$ cat src/rtl/conv_1x1_weight_streamer_if.sv
// Memory read port and weight stream port of the 1x1 conv weight streamer.
// The master modport is the streamer side.
interface conv_1x1_weight_streamer_if #(
  parameter int DATA_WIDTH = 32,
  parameter int ADDR_WIDTH = 16
);
  logic                  mem_rd_en;
  logic [ADDR_WIDTH-1:0] mem_addr;
  logic [DATA_WIDTH-1:0] mem_rdata;
  logic                  weight_ready;
  logic                  weight_valid;
  logic [DATA_WIDTH-1:0] weight_out;

  modport master (
    output mem_rd_en, mem_addr, weight_valid, weight_out,
    input  mem_rdata, weight_ready
  );

  modport slave (
    input  mem_rd_en, mem_addr, weight_valid, weight_out,
    output mem_rdata, weight_ready
  );
endinterface

$ cat src/rtl/conv_1x1_weight_streamer.sv
// Streams CHANNEL_NUM_IN weights of one output channel per load request from a
// 1-cycle-latency weight memory through a 4-entry credit-controlled FIFO.
module conv_1x1_weight_streamer #(
  parameter int DATA_WIDTH      = 32,
  parameter int CHANNEL_NUM_IN  = 256,
  parameter int CHANNEL_NUM_OUT = 256,
  parameter int ADDR_WIDTH      = 16
) (
  input  logic                        clk,
  input  logic                        reset,
  input  logic                        load_req,
  conv_1x1_weight_streamer_if.master  bus,
  output logic                        busy,
  output logic                        ch_done,
  output logic                        all_done,
  output logic                        req_overrun
);
  localparam int IC_W       = $clog2(CHANNEL_NUM_IN + 1);
  localparam int OC_W       = (CHANNEL_NUM_OUT > 1) ? $clog2(CHANNEL_NUM_OUT) : 1;
  localparam int FIFO_DEPTH = 4;

  localparam logic [IC_W-1:0] IC_END  = IC_W'(CHANNEL_NUM_IN);
  localparam logic [IC_W-1:0] IC_LAST = IC_W'(CHANNEL_NUM_IN - 1);
  localparam logic [OC_W-1:0] OC_LAST = OC_W'(CHANNEL_NUM_OUT - 1);

  typedef enum logic {S_IDLE, S_STREAM} state_t;

  state_t                 state_q, state_d;
  logic [OC_W-1:0]        oc_q, oc_d;
  logic [IC_W-1:0]        ic_issue_q, ic_issue_d;
  logic [IC_W-1:0]        ic_sent_q, ic_sent_d;
  logic [ADDR_WIDTH-1:0]  base_addr_q, base_addr_d;
  logic                   inflight_q, inflight_d;
  logic                   ch_done_q, ch_done_d;
  logic                   all_done_q, all_done_d;
  logic                   overrun_q, overrun_d;
  logic [1:0]             wr_ptr_q, wr_ptr_d;
  logic [1:0]             rd_ptr_q, rd_ptr_d;
  logic [2:0]             count_q, count_d;
  logic [FIFO_DEPTH-1:0][DATA_WIDTH-1:0] fifo_q, fifo_d;

  logic issue;
  logic push;
  logic pop;
  logic fifo_valid;

  // Credit rule: entries held plus the read in flight never exceed 2 before a
  // new issue, so the FIFO can absorb every returning word without overflow.
  always_comb begin
    fifo_valid = (count_q != 3'd0);
    pop        = fifo_valid && bus.weight_ready;
    push       = inflight_q;
    issue      = (state_q == S_STREAM) && (ic_issue_q < IC_END) &&
                 ((count_q + 3'(inflight_q)) <= 3'd2);
  end

  always_comb begin
    state_d     = state_q;
    oc_d        = oc_q;
    ic_issue_d  = ic_issue_q;
    ic_sent_d   = ic_sent_q;
    base_addr_d = base_addr_q;
    inflight_d  = issue;
    ch_done_d   = 1'b0;
    all_done_d  = 1'b0;
    overrun_d   = overrun_q;
    case (state_q)
      S_IDLE: begin
        if (load_req) begin
          // The ch_done cycle still belongs to the finishing channel.
          if (ch_done_q) begin
            overrun_d = 1'b1;
          end else begin
            state_d    = S_STREAM;
            ic_issue_d = '0;
            ic_sent_d  = '0;
          end
        end
      end
      S_STREAM: begin
        if (load_req) begin
          overrun_d = 1'b1;
        end
        if (issue) begin
          ic_issue_d = ic_issue_q + IC_W'(1);
        end
        if (pop) begin
          ic_sent_d = ic_sent_q + IC_W'(1);
          if (ic_sent_q == IC_LAST) begin
            state_d   = S_IDLE;
            ch_done_d = 1'b1;
            if (oc_q == OC_LAST) begin
              oc_d        = '0;
              base_addr_d = '0;
              all_done_d  = 1'b1;
            end else begin
              oc_d        = oc_q + OC_W'(1);
              base_addr_d = base_addr_q + ADDR_WIDTH'(CHANNEL_NUM_IN);
            end
          end
        end
      end
      default: state_d = S_IDLE;
    endcase
  end

  always_comb begin
    fifo_d   = fifo_q;
    wr_ptr_d = wr_ptr_q;
    rd_ptr_d = rd_ptr_q;
    count_d  = count_q;
    if (push) begin
      fifo_d[wr_ptr_q] = bus.mem_rdata;
      wr_ptr_d         = wr_ptr_q + 2'd1;
    end
    if (pop) begin
      rd_ptr_d = rd_ptr_q + 2'd1;
    end
    if (push && !pop) begin
      count_d = count_q + 3'd1;
    end else if (pop && !push) begin
      count_d = count_q - 3'd1;
    end
  end

  always_ff @(posedge clk) begin
    if (!reset) begin
      state_q     <= S_IDLE;
      oc_q        <= '0;
      ic_issue_q  <= '0;
      ic_sent_q   <= '0;
      base_addr_q <= '0;
      inflight_q  <= 1'b0;
      ch_done_q   <= 1'b0;
      all_done_q  <= 1'b0;
      overrun_q   <= 1'b0;
      wr_ptr_q    <= '0;
      rd_ptr_q    <= '0;
      count_q     <= '0;
      fifo_q      <= '0;
    end else begin
      state_q     <= state_d;
      oc_q        <= oc_d;
      ic_issue_q  <= ic_issue_d;
      ic_sent_q   <= ic_sent_d;
      base_addr_q <= base_addr_d;
      inflight_q  <= inflight_d;
      ch_done_q   <= ch_done_d;
      all_done_q  <= all_done_d;
      overrun_q   <= overrun_d;
      wr_ptr_q    <= wr_ptr_d;
      rd_ptr_q    <= rd_ptr_d;
      count_q     <= count_d;
      fifo_q      <= fifo_d;
    end
  end

  // Address and data are forced to zero when not qualified so idle outputs stay clean.
  always_comb begin
    bus.mem_rd_en    = issue;
    bus.mem_addr     = issue ? (base_addr_q + ADDR_WIDTH'(ic_issue_q)) : '0;
    bus.weight_valid = fifo_valid;
    bus.weight_out   = fifo_valid ? fifo_q[rd_ptr_q] : '0;
    busy             = (state_q == S_STREAM);
    ch_done          = ch_done_q;
    all_done         = all_done_q;
    req_overrun      = overrun_q;
  end
endmodule

$ cat src/flat_wrapper.sv
// flat-port wrapper written by rule: the top's interface ports become plain ports
module conv_1x1_weight_streamer_flat 
#(
  parameter int DATA_WIDTH      = 32,
  parameter int CHANNEL_NUM_IN  = 256,
  parameter int CHANNEL_NUM_OUT = 256,
  parameter int ADDR_WIDTH      = 16
)
  (clk, reset, load_req, busy, ch_done, all_done, req_overrun, bus_mem_rd_en, bus_mem_addr, bus_weight_valid, bus_weight_out, bus_mem_rdata, bus_weight_ready);
  conv_1x1_weight_streamer_if #(.DATA_WIDTH(DATA_WIDTH), .ADDR_WIDTH(ADDR_WIDTH)) bus_i ();
  input  logic clk;
  input  logic reset;
  input  logic load_req;
  output logic busy;
  output logic ch_done;
  output logic all_done;
  output logic req_overrun;
  output wire logic [$bits(bus_i.mem_rd_en)-1:0] bus_mem_rd_en;
  output wire logic [$bits(bus_i.mem_addr)-1:0] bus_mem_addr;
  output wire logic [$bits(bus_i.weight_valid)-1:0] bus_weight_valid;
  output wire logic [$bits(bus_i.weight_out)-1:0] bus_weight_out;
  input wire logic [$bits(bus_i.mem_rdata)-1:0] bus_mem_rdata;
  input wire logic [$bits(bus_i.weight_ready)-1:0] bus_weight_ready;
  assign bus_mem_rd_en = bus_i.mem_rd_en;
  assign bus_mem_addr = bus_i.mem_addr;
  assign bus_weight_valid = bus_i.weight_valid;
  assign bus_weight_out = bus_i.weight_out;
  assign bus_i.mem_rdata = bus_mem_rdata;
  assign bus_i.weight_ready = bus_weight_ready;
  conv_1x1_weight_streamer #(.DATA_WIDTH(DATA_WIDTH), .CHANNEL_NUM_IN(CHANNEL_NUM_IN), .CHANNEL_NUM_OUT(CHANNEL_NUM_OUT), .ADDR_WIDTH(ADDR_WIDTH)) u_core (.clk(clk), .reset(reset), .load_req(load_req), .bus(bus_i), .busy(busy), .ch_done(ch_done), .all_done(all_done), .req_overrun(req_overrun));
endmodule
$ cat config.mk
export PLATFORM = sky130hd
export DESIGN_NAME = conv_1x1_weight_streamer_flat
export DESIGN_NICKNAME = d
export VERILOG_FILES = /design/src/rtl/conv_1x1_weight_streamer_if.sv /design/src/rtl/conv_1x1_weight_streamer.sv /design/src/flat_wrapper.sv
export SDC_FILE = /design/constraint.sdc
export NUM_CORES = 1
export LEC_CHECK = 0
export ABC_CLOCK_PERIOD_IN_PS = 3920
export CAP_MARGIN = 30
export CORE_MARGIN = 2
export CORE_UTILIZATION = 50
export DETAILED_ROUTE_END_ITERATION = 6
export PLACE_DENSITY_LB_ADDON = 0.25
export SLEW_MARGIN = 20
export SYNTH_ARGS = -nofsm -noshare
export SYNTH_HDL_FRONTEND = slang
export SYNTH_SLANG_ARGS = --single-unit
$ cat constraint.sdc
create_clock -name clk -period 3.92 [get_ports clk]
set_clock_uncertainty 0.2 [all_clocks]
set_input_delay 0.588 -clock clk [delete_from_list [all_inputs] [get_ports clk]]
set_output_delay 0.588 -clock clk [all_outputs]
set_load 0.005 [all_outputs]
After elaboration in Yosys (flattened, before gate mapping)
Index checks and enable logic that the tools add are counted.

storage, ports and cells
  bits in registers = 182
  input bits = 36
  output and inout bits = 54
  word-level logic and storage cells = 84

operators by class
  add/subtract/negate cells = 10
  $lt $le $gt $ge = 5
  equal/unequal tests = 8
  multiplexer cells = 28
  bitwise operators = 1
  reduce and logical (&&, ||, !) cells = 16

operators with widths
  cell                                                        count
  bitwise mux 128 bit                                         1
  two-way mux 32 bit                                          3
  binary-select mux 32 bit (select 2 bit)                     1
  demux 32 bit (select 2 bit)                                 1
  two-way mux 9 bit                                           4
  one-hot mux 9 bit (2 select lines)                          2
  two-way mux 16 bit                                          2
  adder 9 x 1 -> 9 bit, second input constant                 2
  adder 16 x 9 -> 16 bit                                      1
  adder 16 x 9 -> 16 bit, second input constant               1
  AND reduction 3 bit                                         5
  inequality test 2 bit, second input constant                5
  == test 9 x 8 -> 1 bit, second input constant               1
  less-than comparator 9 bit, second input constant           1
  two-way mux 1 bit                                           9
  adder 8 x 1 -> 8 bit, second input constant                 1
  == test 8 bit, second input constant                        1
  two-way mux 8 bit                                           1
  logical AND 1 bit                                           6
  less-than comparator 2 x 3 -> 1 bit, second input constant  2
  two-way mux 3 bit                                           2
  adder 2 x 1 -> 2 bit, second input constant                 2
  one-hot mux 1 bit (2 select lines)                          2
  AND reduction 4 bit                                         1
  other kinds (10)                                            11

Logic depth before layout (Yosys ltp)
  depth after elaboration = 5
  mapped depth = 9
  gate-level depth less buffers = 8

Least setup slack after synthesis
OpenSTA, ideal clock, no wires.

  kind = reg2reg
  from = register u_core.count_q[0]
  to = register u_core.count_q[2]
  library setup time = 0.070 ns
  arrival time = 2.122 ns
  required time = 3.650 ns
  slack = 1.528 ns
  stages on the path, launching flop included = 10
  path buffers = 1
  period minus slack after synthesis = 2.392 ns
  cells stage by stage = dfxtp_1 or3_1 clkbuf_1 nand2_1 ha_1 inv_1 fa_1 xor2_1 or3_1 a21oi_1

on the way
  longest elaborated chain between the ends = 5
  elaborated cells between the ends (all ways) = 10
  those cells by class = add/sub (2); mux (2); reduce/logical (6)

RTL lines
  what                                                                               RTL line                         text
  start: declaration                                                                 conv_1x1_weight_streamer.sv:39   logic [2:0] count_q, count_d;
  start signal: assignment                                                           conv_1x1_weight_streamer.sv:153  count_q <= count_d;
  parallel branches: the longest is 5 deep, another holds subtractor 3 x 1 -> 3 bit  n/a

Parallel ways; which one is timed is not known. The select of a mux whose other input is x is not followed.
A chain may end at the register's enable or synchronous reset.

Final worst setup path
  from = register u_core.inflight_q
  to = output port bus_mem_addr[3]

on the way
  longest elaborated chain between the ends = 4

RTL lines
  what                                     RTL line                         text
  start: declaration                       conv_1x1_weight_streamer.sv:33   logic inflight_q, inflight_d;
  start signal: assignment                 conv_1x1_weight_streamer.sv:147  inflight_q <= inflight_d;
  adder 3 x 1 -> 3 bit                     conv_1x1_weight_streamer.sv:54   ((count_q + 3'(inflight_q)) <= 3'd2);
  less-or-equal comparator 3 x 2 -> 1 bit  conv_1x1_weight_streamer.sv:54
  logical AND 1 bit                        conv_1x1_weight_streamer.sv:53   issue = (state_q == S_STREAM) && (ic_issue_q < IC_END) &&
  two-way mux 16 bit                       conv_1x1_weight_streamer.sv:161  bus.mem_addr = issue ? (base_addr_q + ADDR_WIDTH'(ic_issue_q)) : '0;
  end: declaration                         flat_wrapper.sv:19               output wire logic [$bits(bus_i.mem_addr)-1:0] bus_mem_addr;

No other way between the ends.

==> impl_metrics.tcl <==
set metrics [dict create \
    outcome "complete, no violations" \
    coreArea_um2 15100 \
    detail-route-antenna-nets 0 \
    cap_violations 0 \
    slew_headroom_pct 51.9 \
    cp_max_fo 12 \
    area_growth_pct 21.2 \
    die_x_um 128 \
    root_buffer "clkbuf_16" \
    syn_avg_cell_area_um2 8.36 \
    syn_inst 920 \
    fmax_mhz 283 \
    ys_warn_count 0 \
    cp.required_ns 3.13 \
    grt_usage_pct 23.7 \
    post_drt_via_cell_ratio 5.49 \
    p_int_mw 3.13 \
    tightest_slew_ns 0.722 \
    cts_hold_buf 0 \
    hold_path.class "flop to flop" \
    final_util_pct 61.6 \
    grt_pass1_vias 6188 \
    routabilityCongestion 0.801 \
    antenna_cells 0 \
    drc 0 \
    ir_drop_uv 329 \
    drive_gt1_share_pct 8.95 \
    critPathKind "flop to output pin" \
    clock_path_buffers 2 \
    async_reset_ff_share_pct 0 \
    synthesis.area_um2 7690 \
    fp-row-count 45 \
    cts_buffers 17 \
    tritoncts "built" \
    worst_setup_path_end_kind "output pin" \
    insertion_delay_ns 0.43 \
    synth_edf_count 0 \
    die-area_um2 16400 \
    io_pins 90 \
    synth.distinct_cells 45 \
    die_y_um 128 \
    finalSetupTns_ns 0 \
    initial_utilization_pct 50.8 \
    arrival_ns 2.75 \
    wl_per_cell_um 15.7 \
    place_hpwl_um 11500 \
    clkTransAtPathRegs_ns 0.06 \
    period_share_pct 90.3 \
    grt_setup_unrepaired "no" \
    power_frac_clock_pct 39.5 \
    setup_viol 0 \
    grt_max_degree 61 \
    grt_antenna_before_repair 0 \
    cts_htree_levels 4 \
    whs_ns 0.253 \
    fin_nets 1032 \
    finalMaxSlewViolations 0 \
    power_density_nw_per_um2 457 \
    p_seq_share_pct 45.4 \
    stdcell_area_um2 9320 \
    cts_resized 0 \
    num_vias 6485 \
    yosys_most_used_dff "dfxtp_1" \
    synth-seq-cells 174 \
    drtPass1Iterations 5 \
    netSwitchingPower_mw 1.13 \
    p_comb_share_pct 15.0 \
    switching_share_pct 26.5 \
    power_mw 4.26 \
    grt_first_pass_wirelength_um 30800 \
    period_minus_slack_ns 3.54 \
    drt-total-wl_um 18600 \
    critPathLaunchType "flop" \
    syn_nets 970 \
    p_leak_nw 3.15 \
    drt-initial-drc-count 651 \
    post_cts_buffers 0 \
    finalHoldViolCount 0 \
    cts_sinks 174 \
    portBuffers 89 \
    grt_remaining_overflow 0 \
    place_area_um2 8720 \
    seq_area_frac_synth_pct 45.3 \
]
-- per-stage QoR --
stage                     std cells  setup WS, ns
final                          1182         0.382
after global routing           1182         0.159
after CTS                      1181         0.348
after detailed placement       1150         0.814
after global placement         1149         0.845
after floorplan                 920          1.53
-- worst max-delay path: stages, from the launching register on --
cell and delay, ns:
dfxtp_1 0.42, ha_1 0.24, ha_1 0.19, xnor2_1 0.27, nand3_1 0.12, buf_4 0.19
inv_1 0.22, and2_1 0.18, clkdlybuf4s50_1 0.49
-- cells in the final DEF (no fill, tap or decap), types with 3 or more instances in the layout --
cell type / instances
clkbuf_16: 17
dfxtp_1: 172
nor2_1: 35
xnor2_1: 7
inv_1: 8
ha_1: 13
and2_1: 44
o21ai_0: 12
nor4_1: 4
mux4_2: 32
and3_1: 7
nand3_1: 17
buf_4: 18
nand2_1: 283
clkbuf_8: 4
nand4_1: 10
xor2_1: 18
nor3_1: 3
mux2i_1: 3
a21oi_1: 146
clkinvlp_4: 3
or3_1: 10
clkdlybuf4s50_1: 89
-- state kept, by name, indices dropped and copies added, names as in the netlist --
| register | count |
|---|---|
| u_core.fifo_q | 128 |
| u_core.ic_issue_q | 9 |
| u_core.ic_sent_q | 9 |
| u_core.base_addr_q | 8 |
| u_core.oc_q | 8 |
| u_core.count_q | 3 |
| u_core.rd_ptr_q | 2 |
| u_core.wr_ptr_q | 2 |
| u_core.all_done | 1 |
| u_core.busy | 1 |
| u_core.ch_done | 1 |
| u_core.inflight_q | 1 |
| u_core.req_overrun | 1 |
-- synth_stat cells, types with 8 or more instances --
library cell	number	share of area, %
clkbuf_1	48	2.3
inv_1	8	0.39
or3_1	10	0.81
mux4_2	32	9.4
dfxtp_1	174	45
buf_2	14	0.91
ha_1	13	2.1
nor2_1	35	1.7
nand2_1	283	14
nand3_1	17	1.1
xor2_1	18	2.0
nand4_1	10	0.81
and2_1	44	3.6
a21oi_1	146	9.5
o21ai_0	12	0.78
-- cell families after synthesis --
kind of cell | Yosys count | synth area share, %
buf+inv | 76 | 3.98
fa+ha+maj | 14 | 2.37
xor+xnor | 25 | 2.85
mux | 35 | 9.76
simple gates | 425 | 24.2
compound gates | 171 | 11.6
flops | 174 | 45.3
-- path summary, 6_finish.rpt --
kind	start	end	slack [ns]	depth (start not counted)
hold / removal	u_core.fifo_q[33]	u_core.fifo_q[33]	0.25	2
setup reg to reg	u_core.count_q[0]	u_core.count_q[2]	0.96	9
setup / recovery	u_core.inflight_q	bus_mem_addr[3]	0.38	8
hold reg to reg	u_core.fifo_q[33]	u_core.fifo_q[33]	0.25	2
-- layer usage --
| layer | global-route usage (%) | up-vias | wire length, um |
|---|---|---|---|
| li1 | - | 3213 | - |
| met5 | 0 | - | 0 |
| met4 | 8.79 | 0 | 308 |
| met1 | 32.5 | 3051 | 8580 |
| met3 | 4.67 | 26 | 1020 |
| met2 | 37.3 | 195 | 8700 |
-- cell type report --
type / count / area, um2
Timing Repair Buffer: 110 / 1070
Sequential cell: 174 / 3490
Multi-Input combinational cell: 670 / 3900
Fill cell: 1304 / 5820
Tap cell: 188 / 235
Inverter: 9 / 36.3
Clock buffer: 22 / 484
Clock inverter: 9 / 110
-- power by group through the flow --
stage	clock network [mW]	logic (mW)	registers [mW]
after floorplan	0	0.453	1.90
final	1.69	0.642	1.94
after CTS	1.71	0.644	1.94
after global placement	0	0.614	1.97
after global routing	1.80	0.706	1.95
after detailed placement	0	0.638	1.97
Note: power is estimated with default switching activity, not from simulation.
